[src/rtl/hdlc_pkg.sv]
// Shared constants for the HDLC receive framer: one-hot detector indices,
// detector reset vector and the frame FSM state encoding.
package hdlc_pkg;

  localparam int S0   = 0;
  localparam int S1   = 1;
  localparam int S2   = 2;
  localparam int S3   = 3;
  localparam int S4   = 4;
  localparam int S5   = 5;
  localparam int S6   = 6;
  localparam int ERR  = 7;
  localparam int DISC = 8;
  localparam int FLAG = 9;

  localparam int DET_W = 10;
  localparam logic [DET_W-1:0] DET_RESET = 10'b00_0000_0001;

  typedef enum logic [1:0] {
    HUNT = 2'd0,
    OPEN = 2'd1,
    DATA = 2'd2
  } frame_state_e;

endpackage

[src/rtl/hdlc_rx_framer_if.sv]
// Octet stream leaving the framer toward the frame buffer.
// Handshake: byte_data/first/last are meaningful while byte_valid=1 and are held
// stable until a cycle with byte_valid=1 and byte_ready=1 transfers the octet.
interface hdlc_rx_framer_if;

  logic [7:0] byte_data;
  logic       byte_valid;
  logic       byte_ready;
  logic       byte_first;
  logic       byte_last;

  modport master (
    output byte_data,
    output byte_valid,
    output byte_first,
    output byte_last,
    input  byte_ready
  );

  modport slave (
    input  byte_data,
    input  byte_valid,
    input  byte_first,
    input  byte_last,
    output byte_ready
  );

endinterface

[src/rtl/hdlc_stuff_detect.sv]
// Combinational next-state and event decode for the one-hot run-of-ones detector.
// The state register itself lives in the framer.
module hdlc_stuff_detect
  import hdlc_pkg::*;
(
  input  logic             din,
  input  logic [DET_W-1:0] state,
  output logic [DET_W-1:0] next_state,
  output logic             stuff,
  output logic             flag,
  output logic             abort
);

  always_comb begin
    next_state = '0;
    // A corrupted (non one-hot) state falls back to S0 rather than locking up.
    if (!$onehot(state)) begin
      next_state = DET_RESET;
    end else if (din) begin
      next_state[S6:S1] = state[S5:S0];
      next_state[S1]    = state[S0] | state[DISC] | state[FLAG];
      next_state[ERR]   = state[S6] | state[ERR];
    end else begin
      next_state[S0]   = (|state[S4:S0]) | state[ERR] | state[DISC] | state[FLAG];
      next_state[DISC] = state[S5];
      next_state[FLAG] = state[S6];
    end
  end

  assign stuff = next_state[DISC];
  assign flag  = next_state[FLAG];
  assign abort = din & state[S6] & $onehot(state);

endmodule

[src/rtl/hdlc_rx_framer.sv]
// HDLC receive framer: destuffs the line, strips flags through a 7-bit delay line,
// assembles LSB-first octets and emits them with first/last tags.
module hdlc_rx_framer
  import hdlc_pkg::*;
#(
  parameter int CNT_W = 8
) (
  input  logic                   clk,
  input  logic                   resetn,
  input  logic                   bit_valid,
  input  logic                   din,
  hdlc_rx_framer_if.master       byte_if,
  output logic                   frame_abort,
  output logic [CNT_W-1:0]       err_cnt,
  output frame_state_e           o_dbg_fsm,
  output logic [DET_W-1:0]       o_dbg_det
);

  logic [DET_W-1:0] r_det;
  logic [DET_W-1:0] w_det_next;
  logic             w_stuff;
  logic             w_flag;
  logic             w_abort;
  logic             w_data_bit;

  logic [6:0]       r_dl;
  logic [2:0]       r_dl_cnt;
  logic             w_dl_out_vld;
  logic             w_dl_out;

  logic [7:0]       r_asm;
  logic [2:0]       r_bit_cnt;
  logic [7:0]       w_octet;
  logic             w_octet_done;

  logic [7:0]       r_held;
  logic             r_held_vld;
  logic             r_first_pend;

  frame_state_e     r_state;
  frame_state_e     w_state_nxt;

  logic             w_push;
  logic             w_push_last;
  logic             w_ovf;
  logic             w_load_out;
  logic             w_abort_evt;
  logic             w_held_load;
  logic             w_asm_en;

  logic [7:0]       r_out_data;
  logic             r_out_vld;
  logic             r_out_first;
  logic             r_out_last;
  logic             r_abort;
  logic [CNT_W-1:0] r_err_cnt;

  hdlc_stuff_detect u_detect (
    .din        (din),
    .state      (r_det),
    .next_state (w_det_next),
    .stuff      (w_stuff),
    .flag       (w_flag),
    .abort      (w_abort)
  );

  always_ff @(posedge clk) begin
    if (!resetn) begin
      r_det <= DET_RESET;
    end else if (bit_valid) begin
      r_det <= w_det_next;
    end
  end

  assign w_data_bit = bit_valid & ~w_stuff & ~w_flag & ~w_abort;

  // Valid bits occupy the top r_dl_cnt positions; once full, r_dl[0] is the oldest.
  assign w_dl_out_vld = w_data_bit & (r_dl_cnt == 3'd7);
  assign w_dl_out     = r_dl[0];

  always_ff @(posedge clk) begin
    if (!resetn) begin
      r_dl     <= '0;
      r_dl_cnt <= '0;
    end else if (bit_valid) begin
      if (w_flag) begin
        r_dl_cnt <= '0;
      end else if (w_data_bit) begin
        r_dl <= {din, r_dl[6:1]};
        if (r_dl_cnt != 3'd7) begin
          r_dl_cnt <= r_dl_cnt + 3'd1;
        end
      end
    end
  end

  assign w_octet      = {w_dl_out, r_asm[7:1]};
  assign w_octet_done = w_dl_out_vld & (r_bit_cnt == 3'd7);

  always_ff @(posedge clk) begin
    if (!resetn) begin
      r_state <= HUNT;
    end else begin
      r_state <= w_state_nxt;
    end
  end

  always_comb begin
    w_state_nxt = r_state;
    if (bit_valid) begin
      case (r_state)
        HUNT: if (w_flag) w_state_nxt = OPEN;
        OPEN: begin
          if (w_abort) begin
            w_state_nxt = HUNT;
          end else if (w_dl_out_vld) begin
            w_state_nxt = DATA;
          end
        end
        DATA: begin
          if (w_flag) begin
            w_state_nxt = OPEN;
          end else if (w_abort) begin
            w_state_nxt = HUNT;
          end
        end
        default: w_state_nxt = HUNT;
      endcase
    end
    if (w_ovf) begin
      w_state_nxt = HUNT;
    end
  end

  always_comb begin
    w_push      = 1'b0;
    w_push_last = 1'b0;
    w_abort_evt = 1'b0;
    w_held_load = 1'b0;
    w_asm_en    = 1'b0;
    w_ovf       = 1'b0;
    w_load_out  = 1'b0;
    if (bit_valid) begin
      case (r_state)
        OPEN: w_asm_en = w_dl_out_vld;
        DATA: begin
          if (w_flag) begin
            // A good close needs octet alignment and a completed octet waiting.
            if ((r_bit_cnt == 3'd0) && r_held_vld) begin
              w_push      = 1'b1;
              w_push_last = 1'b1;
            end else begin
              w_abort_evt = 1'b1;
            end
          end else if (w_abort) begin
            w_abort_evt = 1'b1;
          end else begin
            w_asm_en = w_dl_out_vld;
            if (w_octet_done) begin
              w_held_load = 1'b1;
              w_push      = r_held_vld;
            end
          end
        end
        default: ;
      endcase
    end
    w_ovf      = w_push & r_out_vld & ~byte_if.byte_ready;
    w_load_out = w_push & ~w_ovf;
    if (w_ovf) begin
      w_abort_evt = 1'b1;
      w_held_load = 1'b0;
    end
  end

  always_ff @(posedge clk) begin
    if (!resetn) begin
      r_asm     <= '0;
      r_bit_cnt <= '0;
    end else if (w_abort_evt) begin
      r_asm     <= '0;
      r_bit_cnt <= '0;
    end else if (w_asm_en) begin
      r_asm     <= w_octet;
      r_bit_cnt <= r_bit_cnt + 3'd1;
    end
  end

  always_ff @(posedge clk) begin
    if (!resetn) begin
      r_held     <= '0;
      r_held_vld <= 1'b0;
    end else if (w_abort_evt || w_push_last) begin
      r_held_vld <= 1'b0;
    end else if (w_held_load) begin
      r_held     <= w_octet;
      r_held_vld <= 1'b1;
    end
  end

  always_ff @(posedge clk) begin
    if (!resetn) begin
      r_first_pend <= 1'b0;
    end else if (bit_valid && (r_state == OPEN) && (w_state_nxt == DATA)) begin
      r_first_pend <= 1'b1;
    end else if (w_load_out) begin
      r_first_pend <= 1'b0;
    end
  end

  always_ff @(posedge clk) begin
    if (!resetn) begin
      r_out_data  <= '0;
      r_out_vld   <= 1'b0;
      r_out_first <= 1'b0;
      r_out_last  <= 1'b0;
    end else if (w_load_out) begin
      r_out_data  <= r_held;
      r_out_vld   <= 1'b1;
      r_out_first <= r_first_pend;
      r_out_last  <= w_push_last;
    end else if (r_out_vld && byte_if.byte_ready) begin
      r_out_vld <= 1'b0;
    end
  end

  always_ff @(posedge clk) begin
    if (!resetn) begin
      r_abort   <= 1'b0;
      r_err_cnt <= '0;
    end else begin
      r_abort <= w_abort_evt;
      if (w_abort_evt && (r_err_cnt != {CNT_W{1'b1}})) begin
        r_err_cnt <= r_err_cnt + 1'b1;
      end
    end
  end

  assign byte_if.byte_data  = r_out_data;
  assign byte_if.byte_valid = r_out_vld;
  assign byte_if.byte_first = r_out_first;
  assign byte_if.byte_last  = r_out_last;
  assign frame_abort        = r_abort;
  assign err_cnt            = r_err_cnt;
  assign o_dbg_fsm          = r_state;
  assign o_dbg_det          = r_det;

endmodule

[src/flat_wrapper.sv]
// flat-port wrapper written by rule: the top's interface ports become plain ports
module hdlc_rx_framer_flat import hdlc_pkg::*;
#(
  parameter int CNT_W = 8
)
  (clk, resetn, bit_valid, din, frame_abort, err_cnt, o_dbg_fsm, o_dbg_det, byte_if_byte_data, byte_if_byte_valid, byte_if_byte_first, byte_if_byte_last, byte_if_byte_ready);
  hdlc_rx_framer_if byte_if_i ();
  input  logic clk;
  input  logic resetn;
  input  logic bit_valid;
  input  logic din;
  output logic frame_abort;
  output logic [CNT_W-1:0] err_cnt;
  output frame_state_e o_dbg_fsm;
  output logic [DET_W-1:0] o_dbg_det;
  output wire logic [$bits(byte_if_i.byte_data)-1:0] byte_if_byte_data;
  output wire logic [$bits(byte_if_i.byte_valid)-1:0] byte_if_byte_valid;
  output wire logic [$bits(byte_if_i.byte_first)-1:0] byte_if_byte_first;
  output wire logic [$bits(byte_if_i.byte_last)-1:0] byte_if_byte_last;
  input wire logic [$bits(byte_if_i.byte_ready)-1:0] byte_if_byte_ready;
  assign byte_if_byte_data = byte_if_i.byte_data;
  assign byte_if_byte_valid = byte_if_i.byte_valid;
  assign byte_if_byte_first = byte_if_i.byte_first;
  assign byte_if_byte_last = byte_if_i.byte_last;
  assign byte_if_i.byte_ready = byte_if_byte_ready;
  hdlc_rx_framer #(.CNT_W(CNT_W)) u_core (.clk(clk), .resetn(resetn), .bit_valid(bit_valid), .din(din), .byte_if(byte_if_i), .frame_abort(frame_abort), .err_cnt(err_cnt), .o_dbg_fsm(o_dbg_fsm), .o_dbg_det(o_dbg_det));
endmodule
[config.mk]
export PLATFORM = sky130hd
export DESIGN_NAME = hdlc_rx_framer_flat
export DESIGN_NICKNAME = d
export VERILOG_FILES = /design/src/rtl/hdlc_pkg.sv /design/src/rtl/hdlc_rx_framer_if.sv /design/src/rtl/hdlc_stuff_detect.sv /design/src/rtl/hdlc_rx_framer.sv /design/src/flat_wrapper.sv
export SDC_FILE = /design/constraint.sdc
export NUM_CORES = 1
export LEC_CHECK = 0
export BUFFER_PORTS_ARGS = -buffer_cell sky130_fd_sc_hd__buf_2
export CORE_UTILIZATION = 30
export DETAILED_ROUTE_END_ITERATION = 10
export MAX_ROUTING_LAYER = met4
export PLACE_DENSITY_LB_ADDON = 0.05
export SLEW_MARGIN = 5
export SYNTH_ARGS = -nofsm -noshare
export SYNTH_HDL_FRONTEND = slang
export SYNTH_SLANG_ARGS = --single-unit
[constraint.sdc]
create_clock -name clk -period 5.1 [get_ports clk]
set_input_delay 0.765 -clock clk [delete_from_list [all_inputs] [get_ports clk]]
set_output_delay 0.765 -clock clk [all_outputs]
set_load 0.03 [all_outputs]
==> metrics.cfg, run 1 <==
[synthesis]
ys_ff_latch = 62
syn-instance-count = 311
syn_nets = 335
synthTopCellsByArea = dfxtp_1, mux2i_1, nor2_1, ha_1, fa_1
synth_edf_count = 0
yosysTopAreaCell = dfxtp_1
synth_warnings = 0
syn_area_per_cell_um2 = 9.60
seq_area_frac_synth_pct = 41.6
synth_cell_types = 51
syn-cell-area_mm2 = 0.00299
async_flop_share_pct = 0
synth_top_area_share_pct = 41.6
synthFlopType = dfxtp_1

[setup_path]
rr_startpoint = u_core.o_dbg_det[1]
cp.required_ns = 5.34
ff2ff_path_depth = 13
endpoint_kind = flop
critPathKind = flop to flop
critPathMaxFanout = 14
start_kind = flop
cp_data_arrival_time_ns = 4.65
r2r_end = u_core.r_held_vld
rrSetupSlack_ns = 0.69

[detailed_routing]
drcViolationCount = 0
drt_first_pass_iters = 4
ant_nets = 0
detail_route.vias_per_cell = 4.54
first_iter_violations = 47
wirelength_um = 6730
vias = 2213
wire_per_inst_um = 13.8

[global_routing]
antenna_found_initial = 0
grt_max_degree = 39
grt_pass1_vias = 2214
grt_pass1_wl_um = 11000
grt_usage_pct = 14.4
gr-total-overflow = 0

[place]
gp_congestion = 0.739
io_buffers = 36
dpl_worst_slack_ns = 0.703
post-dp-hpwl_um = 4730
placed_area_mm2 = 0.00329

[power]
total_leakage_power_nw = 1.60
total_power_mw = 1.03
power.switching_mw = 0.237
p_sw_share_pct = 23.0
combPwrFrac_pct = 6.4
powerDensity_mw_per_mm2 = 295
seqPwrFrac_pct = 47.7
p_int_mw = 0.795
peakVddDrop_v = 0.000106
clockPowerShare_pct = 46.0

[clocking]
cts_setup_buffers = 0
cts_htree_levels = 3
cts_tree = yes
ctsHoldBuffers = 0
postCtsResizedCells = 0
cts_buffers = 9
clk_latency_ns = 0.33
clkSinkCount = 62
clkTransAtPathRegs_ns = 0.07
cts-root-buf = clkbuf_8
cts_buffer_depth = 2

[floorplan]
die_area_mm2 = 0.0104
die_width_um = 102
io_pins = 37
initial_core_util_pct = 30.7
dieHeight_um = 102
core_area_mm2 = 0.00973
rows = 36

[hold_path]
hold-path-endpoint = u_core.r_first_pend
holdCritPathClass = flop to flop
whs_path_depth = 2
min-delay-start = u_core.r_first_pend

[finish]
regArea_mm2 = 0.00124
multi_input_area_mm2 = 0.00161
num_antenna_cells = 0
final_area_mm2 = 0.00350
syn_to_final_growth_pct = 17.4
fillers = 1054
final_nets = 373
drive_above_1_share_pct = 18.4

[sta]
maxSlewViolCount = 0
final-hold-violation-count = 0
slew_headroom_pct = 50.7
worst_slew_pin_slew_ns = 0.737
finalSetupViolCount = 0
finalCritPeriodShare_pct = 86.4
holdWs_ns = 0.478
clock.fmax_mhz = 227
finalCriticalPeriod_ns = 4.41
fin_ws_ns = 0.694
finClkSkew_ns = 0.00901
rsz0062_at_grt = false
finalSetupTns_ns = 0

[run_status]
outcome = finished, final reports clean

[flow_run]
maxCapViolations = 0

-- worst max-delay path by stage --
stage                     cells after the start                 from                  end  slack [ns]
after floorplan                              15  u_core.o_dbg_det[1]  u_core.r_first_pend        1.09
after global placement                       13  u_core.o_dbg_det[1]    u_core.r_held_vld        0.81
after detailed placement                     13  u_core.o_dbg_det[3]    u_core.r_held_vld        0.70
after CTS                                    13  u_core.o_dbg_det[1]    u_core.r_held_vld        0.65
after global routing                         13  u_core.o_dbg_det[3]    u_core.r_held_vld        0.38
final                                        13  u_core.o_dbg_det[1]    u_core.r_held_vld        0.69
-- cell usage after synthesis, drive strengths merged (2+ instances only) --
cell / number
a211oi: 4
a21boi: 2
a21oi: 12
a22o: 2
a31oi: 2
and2: 2
and3: 7
buf: 6
clkbuf: 6
dfxtp: 62
fa: 6
ha: 13
inv: 19
mux2i: 40
nand2: 14
nand2b: 6
nand3: 7
nor2: 57
nor2b: 3
nor3: 2
nor3b: 2
o211a: 3
o211ai: 3
o21a: 3
o21ai: 10
o22ai: 3
xnor2: 5
-- state kept, by name, summed over array words and instances (netlist names) --
| name | count |
|---|---|
| u_core.byte_if.byte_data | 8 |
| u_core.byte_if.byte_first | 1 |
| u_core.byte_if.byte_last | 1 |
| u_core.byte_if.byte_valid | 1 |
| u_core.err_cnt | 8 |
| u_core.frame_abort | 1 |
| u_core.o_dbg_det | 10 |
| u_core.o_dbg_fsm | 2 |
| u_core.r_asm | 7 |
| u_core.r_bit_cnt | 3 |
| u_core.r_dl | 7 |
| u_core.r_dl_cnt | 3 |
| u_core.r_first_pend | 1 |
| u_core.r_held | 8 |
| u_core.r_held_vld | 1 |
-- cell type report --
| type | instances | area share (%) |
|---|---|---|
| clock buffers | 12 | 4.14 |
| clock inverters | 4 | 2.00 |
| well taps | 133 | 4.75 |
| repair buffers | 39 | 5.78 |
| inverters | 19 | 2.03 |
| multi-input cells | 218 | 45.9 |
| flip-flops and latches | 62 | 35.4 |
-- cell families after synthesis --
| kind of cell | count (synthesis) | share of synthesized area (%) |
|---|---|---|
| fa+ha+maj | 19 | 9.47 |
| simple gates | 103 | 15.8 |
| flops | 62 | 41.6 |
| xor+xnor | 5 | 1.47 |
| mux | 41 | 13.8 |
| compound gates | 50 | 13.4 |
| buf+inv | 31 | 4.57 |
-- worst max-delay path, stage by stage (launching register included) --
cell      delay (ns)
dfxtp_1         0.42
fa_1            0.48
fa_1            0.51
inv_1           0.05
fa_1            0.43
inv_1           0.07
ha_1            0.17
inv_1           0.06
fa_1            0.47
and2_1          0.18
o211ai_2        0.33
o211ai_4        0.42
nand3_1         0.43
nor3b_1         0.29
-- metal layers --
metal	track usage, %	part of all wire, %	wire (µm)	vias up
met5	-	0	0	-
met4	5.35	0.98	66	0
met3	3.45	2.5	170	6
met2	22.3	46	3100	25
li1	-	-	-	1143
met1	18.1	50	3400	1039
-- power by group through the flow --
stage / logic, mW / clock network [mW] / registers (mW)
floorplan: 0.0499 / 0 / 0.506
global placement: 0.0664 / 0 / 0.503
detailed placement: 0.0670 / 0 / 0.503
CTS: 0.0673 / 0.494 / 0.492
global route: 0.0744 / 0.515 / 0.492
finish: 0.0659 / 0.474 / 0.492
-- layout by cell type, fill, tap and decap left out, types with 2 or more instances in the layout --
| cell | count |
|---|---|
| nor3_1 | 2 |
| nand3_1 | 6 |
| nand2_1 | 14 |
| a22o_1 | 2 |
| o211a_1 | 3 |
| a31oi_1 | 2 |
| clkbuf_1 | 2 |
| o22ai_1 | 3 |
| fa_1 | 6 |
| a211oi_1 | 3 |
| bufinv_16 | 2 |
| xnor2_1 | 5 |
| inv_1 | 18 |
| nor2_1 | 56 |
| nor3b_1 | 2 |
| clkinv_2 | 2 |
| o21a_1 | 3 |
| dfxtp_1 | 62 |
| ha_1 | 13 |
| buf_2 | 36 |
| clkbuf_8 | 10 |
| and2_1 | 2 |
| nor2b_1 | 3 |
| a21oi_1 | 11 |
| o21ai_0 | 5 |
| o21ai_1 | 3 |
| buf_4 | 3 |
| mux2i_1 | 40 |
| and3_1 | 7 |
| nand2b_1 | 6 |
-- per-stage QoR --
stage	utilization, %	cells
floorplan	-	311
global placement	33.8	471
detailed placement	33.8	471
CTS	36.0	487
global route	36.0	487
finish	36.0	487
Power figures use the tool's default switching activity.
==> run 2: changes to the inputs <==
==> constraint.sdc (replaced) <==
create_clock -name clk -period 3.94 [get_ports clk]
set_input_delay 0.591 -clock clk [delete_from_list [all_inputs] [get_ports clk]]
set_output_delay 0.591 -clock clk [all_outputs]
set_load 0.03 [all_outputs]
==> run 2 against run 1 <==
First-iteration DRC count up 36%. Power grew 33%. Via count rose by 5.5%. Clock-buffer cell count stayed put. Register-to-register slack got worse by 0.67 ns. Sequential share of layout area down 3.2 points.
==> metrics.cfg, run 2 (synthesis results as in run 1) <==
[sta]
finalSetupViolCount = 0  ; unchanged
maxSlewViolCount = 0  ; unchanged
worst_slew_pin_slew_ns = 0.771  ; was 0.737 ns
finalSetupTns_ns = 0  ; unchanged
fin_ws_ns = 0.0198  ; was 0.694 ns
final-hold-violation-count = 0  ; unchanged
holdWs_ns = 0.483  ; was 0.478 ns
clock.fmax_mhz = 255  ; was 227 MHz
finalCriticalPeriod_ns = 3.92  ; was 4.41 ns
finClkSkew_ns = 0.0104  ; was 0.00901 ns
slew_headroom_pct = 48.5  ; was 50.7%
rsz0062_at_grt = true  ; was false
finalCritPeriodShare_pct = 99.5  ; was 86.4%

[finish]
largest_reg_flops = 10  ; unchanged
syn_to_final_growth_pct = 29.7  ; was 17.4%
final_nets = 392  ; was 373
drive_above_1_share_pct = 29.2  ; was 18.4%
finalNonFillerCells = 506  ; was 487
layout_commonest_cell = dfxtp_1  ; unchanged
num_antenna_cells = 0  ; unchanged
layout_common_cells = dfxtp_1, nor2_1, mux2i_1, buf_2, inv_1  ; unchanged

[global_routing]
grt_max_degree = 23  ; was 39
grt-busiest-layer = met2  ; unchanged
met3_usage_pct = 2.90  ; was 3.45%
use_met2_pct = 20.7  ; was 22.3%
gr-total-overflow = 0  ; unchanged
grt_pass1_vias = 2209  ; was 2214
use_met1_pct = 20.7  ; was 18.1%
grt_usage_pct = 15.0  ; was 14.4%
grt_pass1_wl_um = 11400  ; was 11000 µm
antenna_found_initial = 0  ; unchanged

[clocking]
cts_htree_levels = 3  ; unchanged
clkSinkCount = 62  ; unchanged
cts_tree = yes  ; unchanged
ctsHoldBuffers = 0  ; unchanged
cts_buffers = 9  ; unchanged
clkTransAtPathRegs_ns = 0.07  ; about the same
clk_latency_ns = 0.34  ; was 0.33 ns
cts-root-buf = clkbuf_8  ; unchanged
cts_buffer_depth = 2  ; unchanged

[detailed_routing]
vias = 2334  ; was 2213
drt_first_pass_iters = 4  ; unchanged
wire_per_inst_um = 13.6  ; was 13.8 µm
detail_route.vias_per_cell = 4.61  ; was 4.54
first_iter_violations = 64  ; was 47
ant_nets = 0  ; unchanged
drcViolationCount = 0  ; unchanged
wirelength_um = 6880  ; was 6730 µm

[setup_path]
start_kind = flop  ; unchanged
cp.required_ns = 4.21  ; was 5.34 ns
endpoint_kind = flop  ; unchanged
rrSetupSlack_ns = 0.02  ; was 0.69 ns
critPathMaxFanout = 7  ; was 14
ff2ff_path_depth = 16  ; was 13
critPathKind = flop to flop  ; unchanged
r2r_end = u_core.err_cnt[5]  ; was u_core.r_held_vld
rr_startpoint = u_core.o_dbg_det[3]  ; was u_core.o_dbg_det[1]
cp_data_arrival_time_ns = 4.19  ; was 4.65 ns

[floorplan]
die_area_mm2 = 0.0104  ; unchanged
core_area_mm2 = 0.00973  ; unchanged
io_pins = 37  ; unchanged
rows = 36  ; unchanged
dieHeight_um = 102  ; unchanged
initial_core_util_pct = 30.7  ; unchanged
die_width_um = 102  ; unchanged

[hold_path]
holdCritPathClass = flop to flop  ; unchanged
whs_path_depth = 2  ; unchanged
hold-path-endpoint = u_core.r_first_pend  ; unchanged
min-delay-start = u_core.r_first_pend  ; unchanged

[flow_run]
maxCapViolations = 0  ; unchanged

[place]
post-dp-hpwl_um = 4840  ; was 4730 µm
dpl_worst_slack_ns = -0.0572  ; was 0.703 ns
gp_congestion = 0.769  ; was 0.739
dp_cells = 485  ; was 471
io_buffers = 36  ; unchanged

[power]
powerDensity_mw_per_mm2 = 354  ; was 295 mW/mm²
peakVddDrop_v = 0.000153  ; was 0.000106 V
total_power_mw = 1.37  ; was 1.03 mW
total_leakage_power_nw = 1.73  ; was 1.60 nW

[run_status]
outcome = finished, final reports clean  ; unchanged

[run 2: changes by cell type in the layout (fill, tap and decap cells not counted), sizes merged]
| cell | delta |
|---|---|
| clkbuf | +1 |
| buf | +18 |
[run 2: worst max path at each step]
stage	from	end	slack, ns
after CTS	u_core.o_dbg_det[3]	u_core.err_cnt[5]	-0.004
after detailed placement	u_core.o_dbg_det[0]	u_core.r_first_pend	-0.06
after global placement	u_core.o_dbg_det[0]	u_core.r_first_pend	-0.03
final	u_core.o_dbg_det[3]	u_core.err_cnt[5]	0.02
after global routing	u_core.o_dbg_det[3]	u_core.err_cnt[4]	-0.12
after floorplan	u_core.o_dbg_det[1]	u_core.r_first_pend	0.08
[run 2: worst max-delay path: stages, from the launching register on]
cell	delay (ns)
dfxtp_2	0.33
fa_1	0.49
fa_1	0.51
inv_1	0.05
fa_1	0.47
inv_1	0.04
ha_2	0.17
inv_2	0.05
fa_2	0.41
and2_4	0.19
o211ai_4	0.13
buf_6	0.18
o211ai_4	0.08
buf_12	0.18
a21oi_4	0.19
and3_1	0.20
mux2i_1	0.17
[run 2: repair_timing]
item | in CTS | in global routing
gates cloned | 0 | 2
pin swaps | 2 | 12
buffers inserted | 1 | 2
endpoints found under the setup margin | 9 | 41
hold endpoints to repair | 0 | 0
resized for setup | 7 | 29
[run 2: final cells by class]
| type | count | area (µm²) |
|---|---|---|
| tap | 133 | 166 |
| fill | 1047 | 5860 |
| inverter | 19 | 71.3 |
| clock inverter | 4 | 70.1 |
| sequential | 62 | 1250 |
| multi-input combinational | 218 | 1750 |
| clock buffer | 12 | 145 |
| timing repair buffer | 58 | 423 |
[run 2: layer usage]
metal | part of all wire [%] | vias to the layer above
li1 | - | 1188
met1 | 52 | 1104
met2 | 44 | 29
met3 | 2.7 | 13
met4 | 1.9 | 0
met5 | 0 | -
[run 2: metrics by stage]
stage / util (%) / instance area, µm²
floorplan: - / 2990
global placement: 35.2 / 3430
detailed placement: 35.2 / 3430
CTS: 37.8 / 3680
global route: 39.8 / 3870
finish: 39.8 / 3870
[run 2: where the power goes]
group / total [mW] / switching, mW / internal [mW]
sequential: 0.636 / 0.00364 / 0.632
clock: 0.623 / 0.251 / 0.372
combinational: 0.114 / 0.0678 / 0.0462
